[src/rtl/operand_sort_comparator.sv]
// Multi-cycle unsigned magnitude comparator and operand sorter.
// Compares MSB-first, CHUNK bits per cycle, and stops at the first differing chunk.
module operand_sort_comparator #(
    parameter int unsigned W     = 32,
    parameter int unsigned CHUNK = 8
) (
    input  logic         clk,
    input  logic         rst_n,
    input  logic         beg_comp,
    input  logic [W-1:0] Data_A,
    input  logic [W-1:0] Data_B,
    output logic         busy,
    output logic         done,
    output logic         gthan,
    output logic         equal,
    output logic         swap,
    output logic [W-1:0] Data_Max,
    output logic [W-1:0] Data_Min
);

    localparam int unsigned N  = W / CHUNK;
    localparam int unsigned IW = (N > 1) ? $clog2(N) : 1;

    typedef enum logic {
        IDLE,
        COMPARE
    } state_t;

    state_t                  state_q, state_d;
    logic [N-1:0][CHUNK-1:0] a_q, a_d, b_q, b_d;
    logic [IW-1:0]           idx_q, idx_d;
    logic                    busy_d, done_d, gthan_d, equal_d, swap_d;
    logic [W-1:0]            max_d, min_d;
    logic [CHUNK-1:0]        a_chunk, b_chunk;

    // Operands are held as chunk arrays so the active chunk is a plain index
    assign a_chunk = a_q[idx_q];
    assign b_chunk = b_q[idx_q];

    // State and registered outputs
    always_ff @(posedge clk) begin
        if (!rst_n) begin
            state_q  <= IDLE;
            a_q      <= '0;
            b_q      <= '0;
            idx_q    <= IW'(N - 1);
            busy     <= 1'b0;
            done     <= 1'b0;
            gthan    <= 1'b0;
            equal    <= 1'b0;
            swap     <= 1'b0;
            Data_Max <= '0;
            Data_Min <= '0;
        end else begin
            state_q  <= state_d;
            a_q      <= a_d;
            b_q      <= b_d;
            idx_q    <= idx_d;
            busy     <= busy_d;
            done     <= done_d;
            gthan    <= gthan_d;
            equal    <= equal_d;
            swap     <= swap_d;
            Data_Max <= max_d;
            Data_Min <= min_d;
        end
    end

    // Next-state and output logic; results hold until the next completion
    always_comb begin
        state_d = state_q;
        a_d     = a_q;
        b_d     = b_q;
        idx_d   = idx_q;
        busy_d  = busy;
        done_d  = 1'b0;
        gthan_d = gthan;
        equal_d = equal;
        swap_d  = swap;
        max_d   = Data_Max;
        min_d   = Data_Min;

        case (state_q)
            IDLE: begin
                busy_d = 1'b0;
                if (beg_comp) begin
                    a_d     = Data_A;
                    b_d     = Data_B;
                    idx_d   = IW'(N - 1);
                    busy_d  = 1'b1;
                    state_d = COMPARE;
                end
            end
            COMPARE: begin
                if (a_chunk > b_chunk) begin
                    gthan_d = 1'b1;
                    equal_d = 1'b0;
                    swap_d  = 1'b0;
                    max_d   = a_q;
                    min_d   = b_q;
                    done_d  = 1'b1;
                    busy_d  = 1'b0;
                    state_d = IDLE;
                end else if (a_chunk < b_chunk) begin
                    gthan_d = 1'b0;
                    equal_d = 1'b0;
                    swap_d  = 1'b1;
                    max_d   = b_q;
                    min_d   = a_q;
                    done_d  = 1'b1;
                    busy_d  = 1'b0;
                    state_d = IDLE;
                end else if (idx_q == '0) begin
                    gthan_d = 1'b0;
                    equal_d = 1'b1;
                    swap_d  = 1'b0;
                    max_d   = a_q;
                    min_d   = b_q;
                    done_d  = 1'b1;
                    busy_d  = 1'b0;
                    state_d = IDLE;
                end else begin
                    idx_d = idx_q - 1'b1;
                end
            end
            default: begin
                state_d = IDLE;
                busy_d  = 1'b0;
            end
        endcase
    end

endmodule

[config.mk]
export PLATFORM = sky130hd
export DESIGN_NAME = operand_sort_comparator
export DESIGN_NICKNAME = d
export VERILOG_FILES = /design/src/rtl/operand_sort_comparator.sv
export SDC_FILE = /design/constraint.sdc
export NUM_CORES = 1
export LEC_CHECK = 0
export ABC_AREA = 1
export ABC_CLOCK_PERIOD_IN_PS = 2800
export CORE_MARGIN = 2
export CORE_UTILIZATION = 23
export CTS_BUF_LIST = sky130_fd_sc_hd__clkbuf_4
export DETAILED_ROUTE_END_ITERATION = 8
export HOLD_SLACK_MARGIN = 0.12
export SETUP_SLACK_MARGIN = 0.5
export SLEW_MARGIN = 0
export SYNTH_ARGS = -nofsm -noshare
export SYNTH_HDL_FRONTEND = slang
export SYNTH_SLANG_ARGS = --single-unit
[constraint.sdc]
create_clock -name clk -period 2.8 [get_ports clk]
set_input_delay 0.7 -clock clk [delete_from_list [all_inputs] [get_ports clk]]
set_output_delay 0.7 -clock clk [all_outputs]
set_load 0.01 [all_outputs]
# --- Word-level counts from Yosys, hierarchy flattened ---
# Index checks and enable logic that the tools add are counted.
totals:
  ram_bits: 0
  register_bits: 136
  out_inout_bits: 69
  latch_bits: 0
  mem_count: 0
  mem_bits_ro: 0
op_classes:
  n_eq_ne: 5
  n_reduce_logical: 6
  addsub: 1
  n_shift: 0
  n_bitwise: 1
  n_mux: 33
  div_mod_pow: 0
  n_lt_le_gt_ge: 3
  multipliers: 0
ops:
  columns: ["cell", "n"]
  rows:
  - ["two-way mux 32 bit", 6]
  - ["binary-select mux 8 bit (select 2 bit)", 2]
  - ["two-way mux 1 bit", 16]
  - ["two-way mux 8 bit", 2]
  - ["greater-than comparator 8 bit", 1]
  - ["< comparator 8 bit", 1]
  - ["two-way mux 2 bit", 4]
  - ["inequality test 2 bit, second input constant", 4]
  - ["AND reduction 2 bit", 3]
  - ["inequality test 4 x 1 -> 1 bit, second input constant", 1]
  - ["case mux 1 bit (2 select lines)", 2]
  - ["case mux 2 bit (2 select lines)", 1]
  - ["AND reduction 4 bit", 1]
  - ["< comparator 2 x 3 -> 1 bit, second input constant", 1]
  - ["nonzero test 3 bit", 1]
  - ["logical NOT 2 bit", 1]
  - ["subtractor 2 x 1 -> 2 bit, second input constant", 1]
  - ["NOT 1 bit", 1]

# --- Logic depth before layout (Yosys ltp) ---
# Gate-level depths: netlist of the first run.
logic_depth:
  ltp_word: 6
  ltp_mapped: 20
  depth_no_buf: 17

# --- Least setup slack after synthesis of the first run ---
# OpenSTA, ideal clock, no wires.
synth_path:
  path_type: "register to register"
  start: "reg idx_q[1]"
  end: "reg Data_Max[17]"
  path_slack_ps: 250
  setup_time_ps: 113
  t_arrival_ps: 2437
  path_stages_with_launch: 18
  t_required_ps: 2687
  synth_period_minus_slack_ps: 2550
  path_cell_list: "dfxtp_1 -> clkbuf_1 -> inv_1 -> clkbuf_1 -> o21ai_0 -> a21oi_1 -> a21oi_1 -> ha_1 -> a21o_1 -> nor2_4 -> nand2_2 -> buf_6 -> buf_6 -> buf_6 -> nand2_1 -> o21ai_0 -> nor2_1 -> nor2_1"
synth_between:
  elab_chain_cells: 5
  word_cells_on_any_way: 11
  classes_between: "order compare (2); mux (6); reduce/logical (3)"
synth_rtl:
  columns: ["element", "line", "source"]
  rows:
  - ["from (decl)", "31", "logic [IW-1:0] idx_q, idx_d;"]
  - ["from (signal assigned)", "46", "idx_q <= IW'(N - 1);"]
  - ["from (signal assigned)", "58", "idx_q <= idx_d;"]
  - ["binary-select mux 8 bit (select 2 bit), on equally long branches", "37, 38", null]
  - ["two-way mux 8 bit, on equally long branches", "37, 38", null]
  - ["greater-than comparator 8 bit or < comparator 8 bit (tied branches)", "95, 104", null]
  - ["nonzero test 3 bit (no source line) or two-way mux 32 bit (tied branches)", null, null]
  - ["AND reduction 2 bit (no source line) or two-way mux 32 bit (tied branches)", null, null]
  - ["to (signal assigned)", "64", "Data_Max <= max_d;"]
  - ["to (decl)", "17", "output logic [W-1:0] Data_Max,"]
# Several ways; a longest one is shown, not always the timed one. The select of a mux whose other input is x is not followed.
# A chain may end at the register's enable or synchronous reset.

# --- Worst setup path after layout of the first run ---
layout_path:
  start: "reg idx_q[0]"
  end: "reg Data_Min[9]"
layout_between:
  elab_chain_cells: 5
  word_cells_on_any_way: 11
  classes_between: "order compare (2); mux (6); reduce/logical (3)"
layout_rtl:
  columns: ["element", "line", "source"]
  rows:
  - ["binary-select mux 8 bit (select 2 bit), on equally long branches", "37, 38", null]
  - ["two-way mux 8 bit, on equally long branches", "37, 38", null]
  - ["greater-than comparator 8 bit or < comparator 8 bit (tied branches)", "95, 104", null]
  - ["nonzero test 3 bit (no source line) or two-way mux 32 bit (tied branches)", null, null]
  - ["AND reduction 2 bit (no source line) or two-way mux 32 bit (tied branches)", null, null]
  - ["to (signal assigned)", "65", "Data_Min <= min_d;"]
  - ["to (decl)", "18", "output logic [W-1:0] Data_Min"]
# Several ways; a longest one is shown, not always the timed one. The select of a mux whose other input is x is not followed.

==> results of run 1 <==
==> flip-flops by register name, summed over array words and instances (netlist names) <==
name      count
done          1
state_q       1
busy          1
swap          1
gthan         1
equal         1
Data_Min     32
idx_q         2
a_q          32
Data_Max     32
b_q          32
==> metal layers <==
layer  routed length [um]  vias to the layer above  GRT usage (%)
met1                10590                     2964          19.91
met3                 1156                       22          3.336
met4                  338                        0          4.090
met5                    0                        -              0
li1                     -                     3337              -
met2                 9994                      165          22.05
==> critical path, delay by kind of cell (launching register included) <==
kind	cells	cell delay [ps]
AO/OA/AOI/OAI	2	210
adder cells (fa/ha/maj)	1	320
flip-flops	1	450
buffers and inverters	4	630
AND/OR/NAND/NOR	9	870
==> layout make-up <==
type / count / area share, %
Inverter: 135 / 5.601
Tap cell: 378 / 5.077
Antenna cell: 1 / 0.02686
Clock inverter: 14 / 1.854
Timing Repair inverter: 1 / 0.06716
Clock buffer: 18 / 1.451
Sequential cell: 136 / 29.35
Multi-Input combinational cell: 649 / 33.55
Timing Repair Buffer: 178 / 23.02
==> worst paths after layout <==
kind                               start     endpoint  slack, ps  cells after the start
worst max-delay path            idx_q[0]  Data_Min[9]        200                     16
worst min-delay path               equal        equal        470                      2
worst max register to register  idx_q[0]  Data_Min[9]        200                     16
worst min register to register     equal        equal        470                      2
==> power breakdown <==
part / total (mW) / internal (mW) / leakage, nW / switching, mW
Sequential: 2.21 / 2.09 / 1.12 / 0.124
Clock: 1.45 / 0.635 / 0.155 / 0.811
Combinational: 1.46 / 0.636 / 2.76 / 0.825
Total: 5.12 / 3.36 / 4.04 / 1.76
==> cell usage in the layout (no fill, tap or decap), types with 4 or more instances in the layout <==
cell,netlist,routed
a21oi_1,108,98
a21oi_2,0,8
buf_12,0,13
buf_16,0,7
buf_4,2,11
buf_6,12,4
clkbuf_16,0,8
clkbuf_4,0,18
clkdlybuf4s50_1,0,128
dfxtp_1,136,131
dlymetal6s2s_1,0,4
ha_1,9,9
inv_1,135,133
inv_6,0,4
nand2_1,230,203
nand2_2,2,21
nand2_4,0,7
nand3_1,8,8
nor2_1,140,129
nor2_2,0,8
nor2_4,1,4
o21ai_0,136,117
o21ai_1,13,21
o21ai_2,0,10
==> stage by stage <==
stage               cell area, um2  instances  utilization (%)  hold WS [ps]
finish                        9315       1510            33.62         470.5
CTS                           8810       1495            31.80         468.7
global placement              8164       1450            29.47         445.8
global route                  9315       1510            33.62         489.6
floorplan                     6492        987                -         448.4
detailed placement            8164       1450            29.47         460.3
==> kinds of logic after synthesis <==
group	count (synthesis)
buf+inv	202
flops	136
simple gates	382
compound gates	258
fa+ha+maj	9
==> what timing repair did <==
action	CTS	global route
setup endpoints to repair	74	80
hold buffers	0	0
gates resized for setup	48	74
setup buffers	7	5
pin swaps	0	24
gates cloned	6	9
==> qor.log, run 1 <==
INFO  status         run_status=complete, no violations
INFO  synthesis      post-synth-top-count-cell=nand2_1
INFO  power_and_ir_drop standby_leakage_power=4.035nW
INFO  power_and_ir_drop p_total=5.121mW
INFO  die            die_w=171.6um
INFO  synthesis      synthAdderAreaFrac=1.743%
INFO  synthesis      synthDominantAreaCellType=dfxtp_1
INFO  timing         hold_viol=0
INFO  die            initial_core_utilization=23.32%
INFO  clocking       path_clk_slew=140ps
INFO  routing        final_wl=22080um
INFO  routing        dr_total_vias=6488
INFO  synthesis      synthMuxAreaShare=0%
INFO  global_routing grtUsageTotal=14.33%
INFO  timing         timing.slew.headroom=74.45%
INFO  synthesis      yosys-top-cells-count=nand2_1, nor2_1, dfxtp_1, o21ai_0, inv_1
INFO  timing         timing.fmax=0.3853GHz
INFO  routing        dr.first_iter.drc_count=481
INFO  die            ios=136
INFO  timing         final-setup-viol-count=0
INFO  timing         period_share=92.70%
INFO  global_routing antenna_violations_before_repair=1
INFO  clocking       tritoncts_num_sinks=136
INFO  worst_setup_path end_kind=register
INFO  global_routing grt_start_max_net_pins=83
INFO  timing         fin_worst_skew=31.75ps
INFO  routing        via_per_inst=4.297
INFO  synthesis      post-synth-top-area-fraction=42.15%
INFO  synthesis      postSynth.topFlopCell=dfxtp_1
INFO  synthesis      parity_gate_share_of_the_synthesized_area_counting_xor_and_xnor_cells=0%
INFO  synthesis      synth.yosys.seq_area_share=42.15%
INFO  worst_setup_path cpPeakStageDelay=450ps
INFO  synthesis      syn_area=6460um2
INFO  routing        detail_route.first_pass.iterations=7
INFO  power_and_ir_drop vdd.ir_drop.worst=0.2667mV
INFO  placement      buffer_ports.inserted=135
INFO  worst_setup_path worst_path_max_delay_cell=dfxtp_4
INFO  global_routing first_global_vias=5762
INFO  worst_setup_path path_cells=buf_12 -> buf_16 -> a21oi_2 -> a21oi_1 -> ha_1 -> nand2_2 -> nor2_4 -> nand4_1 -> nor2_2 -> nand2_4 -> nand2_8 -> buf_12 -> clkbuf_16 -> nand2_1 -> nand2_1 -> nor2_1
INFO  worst_setup_path critPathMaxFanout=19
INFO  worst_setup_path cp.required=3270ps
INFO  timing         smallest_setup_slack_after_layout=204.4ps
INFO  clocking       cts_buffers=17
INFO  final_layout   area_delta_synth_final=44.20%
INFO  routing        detail_route.drc_violations=0
INFO  final_layout   multi_input_area=3126um2
INFO  global_routing grt_remaining_overflow=0
INFO  synthesis      main_combinational_cell_family_by_area_after_synthesis=simple AND/OR/NAND/NOR gates
INFO  placement      final_hpwl_from_detailed_placement=14830um
INFO  clocking       cts-root-buf=clkbuf_4
INFO  synthesis      synth_compound_area_share=20.03%
INFO  final_layout   number_of_fillers_in_the_final_layout=2948
INFO  timing         setup_total_negative_slack=0ps
INFO  synthesis      synth-edff-count=0
INFO  routing        ant_nets=0
INFO  worst_setup_path crit_type=reg -> reg
INFO  die            row_count=61
INFO  synthesis      yosysWarnings=0
INFO  clocking       max-clock-path-buffers=2
INFO  timing         timing.final.max_slew_violations=0
INFO  final_layout   ff_latch_area=2734um2
INFO  synthesis      postSynthCellCount=987
INFO  synthesis      synth_simple_gate_area_share=22.58%
INFO  clocking       worst_skew_pair.late_latency=580ps
INFO  placement      dp_worst_setup_slack=217.6ps
INFO  die            design.die.area=29440um2
INFO  job            maxCapViolations=0
INFO  clocking       ctsHtreeMaxLevel=4
INFO  timing         setup_repair_after_global_routing_missed_its_margin=true
INFO  worst_setup_path critical_path.startpoint_type=register
INFO  synthesis      syn_avg_cell_area=6.545um2
INFO  timing         worstMarginPinSlew=382.8ps
INFO  min_path       hold_path_class=reg -> reg
INFO  timing         final.min_clock_period=2596ps
INFO  worst_setup_path cp_data_arrival_time=3070ps
INFO  die            floorplan.core_area=27710um2
INFO  synthesis      yosys_register_bits=136
INFO  die            dieHeight=171.6um
INFO  placement      place_congestion=0.9065
INFO  clocking       cts_tree=built
INFO  global_routing grt_first_pass_wirelength=31910um
INFO  final_layout   drive_above_1_share=12.73%
INFO  synthesis      post_synthesis_net_count=1063
INFO  routing        route.detailed.wl_per_inst=14.62um
INFO  power_and_ir_drop cellPowerDensity=549.8nW/um2
INFO  final_layout   final_nets=1194
INFO  synthesis      synthDistinctLibCells=18
INFO  synthesis      synth.top_cells.by_area=dfxtp_1, nand2_1, o21ai_0
INFO  synthesis      synthArstFlopShare=0%
Power figures use the tool's default switching activity.
==> run 2, diff against run 1 <==
--- a/config.mk
+++ b/config.mk
@@ -13,7 +13,7 @@
 export DETAILED_ROUTE_END_ITERATION = 8
 export HOLD_SLACK_MARGIN = 0.12
 export SETUP_SLACK_MARGIN = 0.5
-export SLEW_MARGIN = 0
+export SLEW_MARGIN = 20
 export SYNTH_ARGS = -nofsm -noshare
 export SYNTH_HDL_FRONTEND = slang
 export SYNTH_SLANG_ARGS = --single-unit
==> results of run 2 <==
No change in the layout: final DEF, timing and power equal those of run 1.
==> run 3, diff against run 2 <==
--- a/config.mk
+++ b/config.mk
@@ -8,10 +8,12 @@
 export ABC_AREA = 1
 export ABC_CLOCK_PERIOD_IN_PS = 2800
 export CORE_MARGIN = 2
-export CORE_UTILIZATION = 23
+export CORE_UTILIZATION = 53
 export CTS_BUF_LIST = sky130_fd_sc_hd__clkbuf_4
+export CTS_CLUSTER_SIZE = 14
 export DETAILED_ROUTE_END_ITERATION = 8
 export HOLD_SLACK_MARGIN = 0.12
+export PLACE_DENSITY = 0.83
 export SETUP_SLACK_MARGIN = 0.5
 export SLEW_MARGIN = 20
 export SYNTH_ARGS = -nofsm -noshare
==> run 3 against run 2 <==
Critical path depth is the same. Combinational power is 19% higher. Clock-buffer cell count up 2. Register-to-register slack lost 170 ps. Sequential share of layout area is 0.70 points lower. Die area down 56%. Critical endpoint is now Data_Max[23]. Largest power group unchanged.
==> qor.log, run 3 (synthesis gave the netlist of run 1 again) <==
INFO  status         run_status=complete, no violations
INFO  timing         worstMarginPinSlew=537.8ps
INFO  global_routing grt_first_pass_wirelength=30880um
INFO  final_layout   layout.cells.most_common=nand2_1
INFO  timing         smallest_setup_slack_after_layout=37.05ps
INFO  die            row_count=40
INFO  worst_setup_path cpLargestDelayFamily=simple AND/OR/NAND/NOR gates
INFO  global_routing grtUsageTotal=30.40%
INFO  worst_setup_path cp.required=3330ps
INFO  final_layout   antennaDiodeCount=0
INFO  routing        route.detailed.wl_per_inst=17.81um
INFO  clocking       cts_tree=built
INFO  min_path       min_delay_path_depth=2
INFO  power_and_ir_drop logic_gate_share_of_total_power=32.1%
INFO  power_and_ir_drop cellPowerDensity=567.6nW/um2
INFO  worst_setup_path combined_buffer_and_inverter_count_along_the_critical_path=4
INFO  clocking       max-clock-path-buffers=2
INFO  worst_setup_path critical_path.startpoint_type=register
INFO  power_and_ir_drop seqPwrFrac=40.9%
INFO  routing        detail_route.first_pass.iterations=6
INFO  power_and_ir_drop switching_share=33.52%
INFO  worst_setup_path critical_path_depth=16
INFO  routing        dr.first_iter.drc_count=989
INFO  die            design.die.area=13090um2
INFO  die            die_w=114.4um
INFO  min_path       min_from=equal
INFO  job            maxCapViolations=0
INFO  global_routing antenna_violations_before_repair=0
INFO  die            ios=136
INFO  worst_setup_path crit_type=reg -> reg
INFO  placement      place_congestion=0.9201
INFO  global_routing grt_remaining_overflow=0
INFO  final_layout   final_cell_mix=nand2_1, dfxtp_1, clkdlybuf4s50_1, inv_1, nor2_1
INFO  power_and_ir_drop vdd.ir_drop.worst=0.4605mV
INFO  routing        detail_route.drc_violations=0
INFO  placement      buffer_ports.inserted=135
INFO  clocking       cts-root-buf=clkbuf_4
INFO  final_layout   area_delta_synth_final=47.51%
INFO  min_path       hold_path_class=reg -> reg
INFO  final_layout   fin_cells=1305
INFO  timing         fin_worst_skew=25.09ps
INFO  global_routing first_global_vias=6240
INFO  clocking       path_clk_slew=130ps
INFO  clocking       cts_buffers=17
INFO  timing         period_share=98.68%
INFO  placement      dp_worst_setup_slack=160.7ps
INFO  worst_setup_path timing.reg2reg.setup_slack=40ps
INFO  routing        final_wl=23240um
INFO  placement      final_hpwl_from_detailed_placement=11610um
INFO  power_and_ir_drop intPower=3.596mW
INFO  worst_setup_path critical_path.reg2reg.endpoint=Data_Max[23]
INFO  placement      dp.cells=1221
INFO  worst_setup_path critPathMaxFanout=5
INFO  worst_setup_path crit_top_cell=buf_12
INFO  timing         final-setup-viol-count=0
INFO  timing         hold_viol=0
INFO  routing        ant_nets=0
INFO  worst_setup_path end_kind=register
INFO  worst_setup_path worst_path_max_delay_cell=dfxtp_4
INFO  min_path       worst_hold_path.endpoint=equal
INFO  timing         timing.final.max_slew_violations=0
INFO  timing         final.min_clock_period=2763ps
INFO  timing         setup_total_negative_slack=0ps
INFO  clocking       worst_skew_pair.late_latency=600ps
INFO  die            initial_core_utilization=54.01%
INFO  die            dieHeight=114.4um
INFO  timing         setup_repair_after_global_routing_missed_its_margin=true
INFO  final_layout   final_nets=1221
INFO  timing         timing.fmax=0.3619GHz
INFO  worst_setup_path cp_data_arrival_time=3300ps
INFO  clocking       cts.hold.buffers_added=0
INFO  worst_setup_path reg2reg_from=idx_q[0]
INFO  die            floorplan.core_area=11960um2
INFO  final_layout   post_layout_utilization_of_the_core=79.67%
INFO  worst_setup_path r2r.worst_path.cells=16
INFO  worst_setup_path cpPeakStageDelay=410ps
INFO  routing        via_per_inst=5.598
INFO  power_and_ir_drop switching_power=1.813mW
INFO  global_routing grt_start_max_net_pins=58
INFO  worst_setup_path path_cells=buf_12 -> clkbuf_16 -> a21oi_2 -> a21oi_1 -> ha_1 -> a21oi_1 -> nor2_1 -> nor2_4 -> nand2_4 -> nand2_4 -> nand2_8 -> buf_12 -> buf_12 -> nand2_1 -> nand2_1 -> nor2_1
INFO  final_layout   drive_above_1_share=17.36%
INFO  clocking       tritoncts_num_sinks=136
INFO  routing        dr_total_vias=7306
INFO  timing         timing.slew.headroom=64.10%
INFO  clocking       ctsHtreeMaxLevel=4
INFO  power_and_ir_drop standby_leakage_power=4.187nW
INFO  power_and_ir_drop clkPwrFrac=27.0%
## run 3: changes by cell type in the layout (fill, tap and decap cells not counted), sizes merged
cell           before  now
clkdlybuf4s50     128  134
buf                36   60
dlygate4sd2         2    0
clkinv              4    8
clkbuf             26   30
dlymetal6s2s        4    0
bufbuf              0    1
bufinv              3    4
clkinvlp            3    1
diode               1    0
inv               140  135
## run 3: final cells by class
class	count	area (um2)
Multi-Input combinational cell	649	3284
Sequential cell	136	2730
Timing Repair Buffer	205	2495
Fill cell	773	2432
Inverter	135	521.8
Tap cell	147	183.9
Clock inverter	12	156.4
Clock buffer	20	150.1
Timing Repair inverter	1	7.507
## run 3: through the flow
step	area, um2	power (mW)	hold slack (ps)
after detailed placement	7903	3.512	448.9
final	9529	5.409	462.3
after CTS	8851	5.127	463.3
after floorplan	6492	3.056	448.4
after global routing	9529	5.621	488.3
after global placement	7903	3.498	439.2
## run 3: how the worst max path moves through the flow
stage	start	to
final	idx_q[0]	Data_Max[23]
after global routing	idx_q[0]	Data_Max[23]
after CTS	idx_q[0]	Data_Max[13]
after detailed placement	idx_q[1]	Data_Max[5]
after global placement	idx_q[1]	Data_Max[5]
after floorplan	idx_q[0]	Data_Max[17]
## run 3: per-layer routing
| layer | part of all wire (%) | track usage, % |
|---|---|---|
| met1 | 39 | 38.79 |
| met2 | 47 | 48.80 |
| met3 | 9.8 | 7.411 |
| met4 | 4.5 | 13.66 |
| met5 | 0 | 0 |
## run 3: what timing repair did
action                     in CTS  in global routing
pin swaps                       7                 44
cloned                         11                 11
gates resized for setup        56                106
setup buffers                  22                  8
setup endpoints to repair      72                 72
## run 3: tightest hold or removal path: stages, from the launching register on
cell	delay (ps)
dfxtp_1	320
inv_1	50
a21oi_1	60
## run 3: power by group through the flow
stage	Sequential (mW)	Combinational, mW	Clock [mW]
global placement	2.23	1.26	0
detailed placement	2.24	1.28	0
finish	2.21	1.74	1.46
floorplan	2.24	0.813	0
global route	2.22	1.87	1.52
CTS	2.20	1.48	1.45
